<file path="config.mk">
export PLATFORM = sky130hd
export DESIGN_NAME = mem_responder
export DESIGN_NICKNAME = d
export VERILOG_FILES = /design/src/rtl/mem_pkg.sv /design/src/rtl/mem_array.sv /design/src/rtl/mem_responder.sv
export SDC_FILE = /design/constraint.sdc
export NUM_CORES = 2
export LEC_CHECK = 0
export ABC_CLOCK_PERIOD_IN_PS = 11850
export BUFFER_PORTS_ARGS = -buffer_cell sky130_fd_sc_hd__buf_4
export CORE_MARGIN = 2
export CORE_UTILIZATION = 60
export CTS_CLUSTER_DIAMETER = 150
export DETAILED_ROUTE_END_ITERATION = 10
export PLACE_DENSITY = 0.73
export SLEW_MARGIN = 20
export SYNTH_ARGS = -nofsm -noshare
export SYNTH_HDL_FRONTEND = slang
export SYNTH_SLANG_ARGS = --single-unit
export TNS_END_PERCENT = 1
</file>
<file path="constraint.sdc">
create_clock -name clk -period 11.85 [get_ports clk]
set_input_delay 1.185 -clock clk [delete_from_list [all_inputs] [get_ports clk]]
set_output_delay 1.185 -clock clk [all_outputs]
set_load 0.02 [all_outputs]
</file>
<file path="src/rtl/mem_pkg.sv">
// Shared types and constants for the mem_responder memory slice.
package mem_pkg;

  localparam int WORD_W = 32;
  localparam int DEPTH_WORDS_DEFAULT = 64;

  // Word-index width for a memory of the given depth (depth is a power of two).
  function automatic int idx_width(input int depth);
    return (depth <= 1) ? 1 : $clog2(depth);
  endfunction

  localparam int IDX_W_DEFAULT = idx_width(DEPTH_WORDS_DEFAULT);

  typedef enum logic [1:0] {
    IDLE = 2'd0,
    BUSY = 2'd1,
    RESP = 2'd2
  } state_t;

endpackage

</file>
<file path="src/rtl/mem_array.sv">
// Single-port word RAM: synchronous write, registered read-before-write.
// No reset on the storage so it maps onto block RAM.
module mem_array
  import mem_pkg::*;
#(
  parameter int DEPTH_WORDS = 64,
  parameter int IDX_W       = $clog2(DEPTH_WORDS)
) (
  input  logic              clk,
  input  logic              we,
  input  logic [IDX_W-1:0]  idx,
  input  logic [WORD_W-1:0] wdata,
  output logic [WORD_W-1:0] rdata
);

  logic [WORD_W-1:0] mem [DEPTH_WORDS];

  // Write port and registered read of the same address.
  always_ff @(posedge clk) begin
    if (we) begin
      mem[idx] <= wdata;
    end
    rdata <= mem[idx];
  end

endmodule

</file>
<file path="src/rtl/mem_responder.sv">
// Unified instruction/data memory, responder side of a valid/ready
// request/response port with WAIT_CYCLES wait states per access.
// Optional feature macro: MEMRESP_ERR_EN (misaligned / out-of-range faults).
// Without it, addr[1:0] and upper address bits are ignored and rsp_err is 0.
module mem_responder
  import mem_pkg::*;
#(
  parameter int DEPTH_WORDS = 64,
  parameter int WAIT_CYCLES = 2
) (
  input  logic              clk,
  input  logic              reset,
  input  logic              req_valid,
  output logic              req_ready,
  input  logic              req_write,
  input  logic [WORD_W-1:0] req_addr,
  input  logic [WORD_W-1:0] req_wdata,
  output logic              rsp_valid,
  input  logic              rsp_ready,
  output logic [WORD_W-1:0] rsp_rdata,
  output logic              rsp_err
);

  localparam int IDX_W = idx_width(DEPTH_WORDS);
  localparam logic [3:0] WAIT_LOAD = 4'(WAIT_CYCLES);

  state_t            state_reg, state_next;
  logic [3:0]        cnt_reg, cnt_next;
  logic              write_reg;
  logic [WORD_W-1:0] addr_reg, wdata_reg;
  logic              err_reg;
  logic              fresh_reg;   // rsp_rdata comes straight from the RAM output
  logic [WORD_W-1:0] hold_reg;    // rsp_rdata once the RAM output is no longer valid
  logic              accept;
  logic              enter_resp;

  // The operation is executed on the edge that enters RESP. With zero wait
  // states that edge is the acceptance edge, so the live request is used.
  logic              op_write;
  logic [WORD_W-1:0] op_addr, op_wdata;
  logic              op_err;
  logic              ram_we;
  logic [IDX_W-1:0]  ram_idx;
  logic [WORD_W-1:0] ram_rdata;

  assign op_write = (state_reg == IDLE) ? req_write : write_reg;
  assign op_addr  = (state_reg == IDLE) ? req_addr  : addr_reg;
  assign op_wdata = (state_reg == IDLE) ? req_wdata : wdata_reg;

`ifdef MEMRESP_ERR_EN
  localparam logic [WORD_W-1:0] ADDR_LIMIT = WORD_W'(4 * DEPTH_WORDS);
  assign op_err = (op_addr[1:0] != 2'b00) || (op_addr >= ADDR_LIMIT);
`else
  logic unused_addr_bits;
  assign unused_addr_bits = ^{op_addr[WORD_W-1:IDX_W+2], op_addr[1:0]};
  assign op_err = 1'b0;
`endif

  assign ram_idx = op_addr[IDX_W+1:2];
  // A reset on the committing edge abandons the write.
  assign ram_we  = enter_resp && op_write && !op_err && !reset;

  mem_array #(
    .DEPTH_WORDS(DEPTH_WORDS),
    .IDX_W      (IDX_W)
  ) u_array (
    .clk  (clk),
    .we   (ram_we),
    .idx  (ram_idx),
    .wdata(op_wdata),
    .rdata(ram_rdata)
  );

  // Next-state, wait counter and handshake outputs. BUSY lasts WAIT_CYCLES
  // cycles: the edge that brings the counter down to zero enters RESP.
  always_comb begin
    state_next = state_reg;
    cnt_next   = cnt_reg;
    req_ready  = 1'b0;
    rsp_valid  = 1'b0;
    accept     = 1'b0;
    enter_resp = 1'b0;
    case (state_reg)
      IDLE: begin
        req_ready = !reset;
        if (req_valid && !reset) begin
          accept = 1'b1;
          if (WAIT_CYCLES == 0) begin
            state_next = RESP;
            enter_resp = 1'b1;
          end else begin
            state_next = BUSY;
            cnt_next   = WAIT_LOAD;
          end
        end
      end
      BUSY: begin
        cnt_next = cnt_reg - 4'd1;
        if (cnt_reg <= 4'd1) begin
          state_next = RESP;
          enter_resp = 1'b1;
        end
      end
      RESP: begin
        rsp_valid = 1'b1;
        if (rsp_ready) begin
          state_next = IDLE;
        end
      end
      default: state_next = IDLE;
    endcase
  end

  // State, counter, request latch and response registers.
  always_ff @(posedge clk) begin
    if (reset) begin
      state_reg <= IDLE;
      cnt_reg   <= '0;
      write_reg <= 1'b0;
      addr_reg  <= '0;
      wdata_reg <= '0;
      err_reg   <= 1'b0;
      fresh_reg <= 1'b0;
      hold_reg  <= '0;
    end else begin
      state_reg <= state_next;
      cnt_reg   <= cnt_next;
      if (accept) begin
        write_reg <= req_write;
        addr_reg  <= req_addr;
        wdata_reg <= req_wdata;
      end
      if (enter_resp) begin
        err_reg   <= op_err;
        fresh_reg <= !op_write && !op_err;
        hold_reg  <= '0;
      end else if (state_reg == RESP && rsp_ready && fresh_reg) begin
        // Capture read data before the RAM address moves on.
        hold_reg  <= ram_rdata;
        fresh_reg <= 1'b0;
      end
    end
  end

  assign rsp_rdata = fresh_reg ? ram_rdata : hold_reg;
  assign rsp_err   = err_reg;

endmodule

</file>
==> metrics.txt <==
status=completed; Initial Util=60.2%; Design Area, Final=90,200 µm²; H-tree depth=4; Global Route met3 Usage=8.65%; Synth Cell Area=80,200 µm²; r2r worst-path depth=10; dpl hpwl=128 mm; GRT Total Usage=34.1%; post-route ant nets=0; Post-synth ARST share=0%; final hold viol count=0; syn_area_per_cell=17.4 µm²; largest net degree at the start of global routing=107; DR vias=47,900; Largest register FFs=2,048; most common cell after layout, fill and taps aside=edfxtp_1; first-pass GRT wire length=328 mm; number of synthesized flops with an enable pin=2,048; post-cts hold buffer count=0; crit path capture type=register; met2 Usage GRT=52.0%; Leak=0.0286 µW; Chip Height=370 µm; pre-CTS setup slack=6.59 ns; row cnt=134; Max clock buf depth=3; initial antenna violation count=9; post-placement cell area=83,800 µm²; startpoint class of the critical path=register; Avg Vias per Cell=7.17; max_cap viols=0; maximum clock frequency=0.194 GHz; DRT iter0 DRCs=8,322; hold depth=2; critical path type=reg -> reg; Worst EP arrival=5.71 ns; CTS sink cnt=2,158; critical path peak fanout=43; setup ws final=6.70 ns; peak supply drop=0.000147 V; sequential cell area fraction in the yosys report=79.4%; power density over the cells=186 nW/µm²; full die area=137,000 µm²; nets=4,817; Detailed Routing Iterations Pass 1=9; Least-Margin Pin Slew=1.26 ns; syn nets=4,674; main flop type after synthesis=edfxtp_1; fraction of layout cells with a size suffix above 1=14.3%; die width=370 µm; register name with the most flops=u_array.mem; Worst R2R Setup Slack=6.70 ns; core area=133,000 µm²; Min-Delay Path Class=reg -> reg; crit share post-route=43.4%; Post-Syn Instances=4,603; vias in the first global route=45,800; Final Util=67.7%; CTS Buf Count=198; fin cells=6,685; clock skew=0.0360 ns; Top Ports=104; GR Overflow Total=0; Max Slew Vio Count=0; Port Buf Inserts=76; RSZ-0062 raised after global routing=false; met1 usage=45.2%; Worst slew margin=15.4%; CTS tree=built; Unique masters post-synth=64; Layout area overhead=12.4%; Final setup viols=0; GRT Max-Usage Layer=met2; FF+latch count, synth=2,158; Setup Buffers After CTS=0; most frequent cells in the layout=2,048 x edfxtp_1, 458 x a22oi_1, 293 x nand2_1; min Tclk post-route=5.15 ns; Clk Latency, worst-skew pair=0.84 ns; total negative slack=0 ns; Post-Place Cells=6,314; WL final=234 mm; routed len/inst=35.1 µm; clk slew on worst S/H paths=0.06 ns; CTS-repair resized insts=0; Residual DRC=0; Ys Warns=0; clock root buffer=clkbuf_16; Placer Congestion=0.871; worst path required time=12.42 ns
-- through the flow --
step / power [µW] / hold slack, ns
floorplan: 9870 / 0.428
global placement: 10700 / 0.437
detailed placement: 10700 / 0.446
CTS: 16700 / 0.448
global route: 17100 / 0.475
finish: 16800 / 0.454
-- cells by family (layout without fill, tap and decap cells) --
| kind of cell | count (synthesis) | in the layout | synth area share [%] |
|---|---|---|---|
| compound gates | 1233 | 1233 | 11.7 |
| other cells | 1 | 5 | 0.00468 |
| buf+inv | 309 | 619 | 1.65 |
| simple gates | 605 | 605 | 3.39 |
| mux | 295 | 295 | 3.80 |
| fa+ha+maj | 2 | 2 | 0.0312 |
| flops | 2158 | 2158 | 79.4 |
-- synth_stat cells (68+ instances only) --
master	n	share of area, %
a21oi_1	90	0.56
a221oi_1	129	1.4
a22o_1	107	1.2
a22oi_1	458	4.3
a31oi_1	182	1.4
buf_2	96	0.60
clkbuf_1	150	0.70
dfxtp_1	110	2.7
edfxtp_1	2048	77
mux2i_1	222	2.8
nand2_1	331	1.5
nor2_1	109	0.51
o22a_1	68	0.74
-- power by group --
group	switching, µW	internal [µW]	leakage (µW)
combinational	1340	467	0.00609
clock	2700	3460	0.00308
sequential	116	8690	0.0194
total	4150	12600	0.0286
-- final timing paths --
path / from / to
worst max-delay path: state_reg[0] / u_array.rdata[20]
worst min-delay path: hold_reg[17] / hold_reg[17]
worst max register to register: state_reg[0] / u_array.rdata[20]
worst min register to register: hold_reg[17] / hold_reg[17]
-- metal layers --
metal,wire length (µm),part of all wire (%)
met2,107000,46
met1,81600,35
met5,87,0.037
met3,31200,13
met4,14300,6.1
-- worst max-delay path, stage by stage, from the launching register on --
cell     delay [ns]
dfxtp_1        0.86
or2_1          0.19
buf_4          0.42
nor3_1         0.17
nor2_4         0.11
buf_4          0.57
buf_4          0.63
o22a_1         0.21
a31oi_1        0.12
nor4_1         1.06
nand4_1        0.46
-- final cells by class --
| type | instances | area (µm²) |
|---|---|---|
| Antenna cell | 4 | 10.0 |
| Clock buffer | 275 | 5550 |
| Clock inverter | 92 | 722 |
| Fill cell | 8440 | 43000 |
| Inverter | 3 | 11.3 |
| Multi-Input combinational cell | 2136 | 16000 |
| Sequential cell | 2158 | 63700 |
| Tap cell | 1768 | 2210 |
| Timing Repair Buffer | 249 | 1970 |
Note: power is estimated with default switching activity, not from simulation.
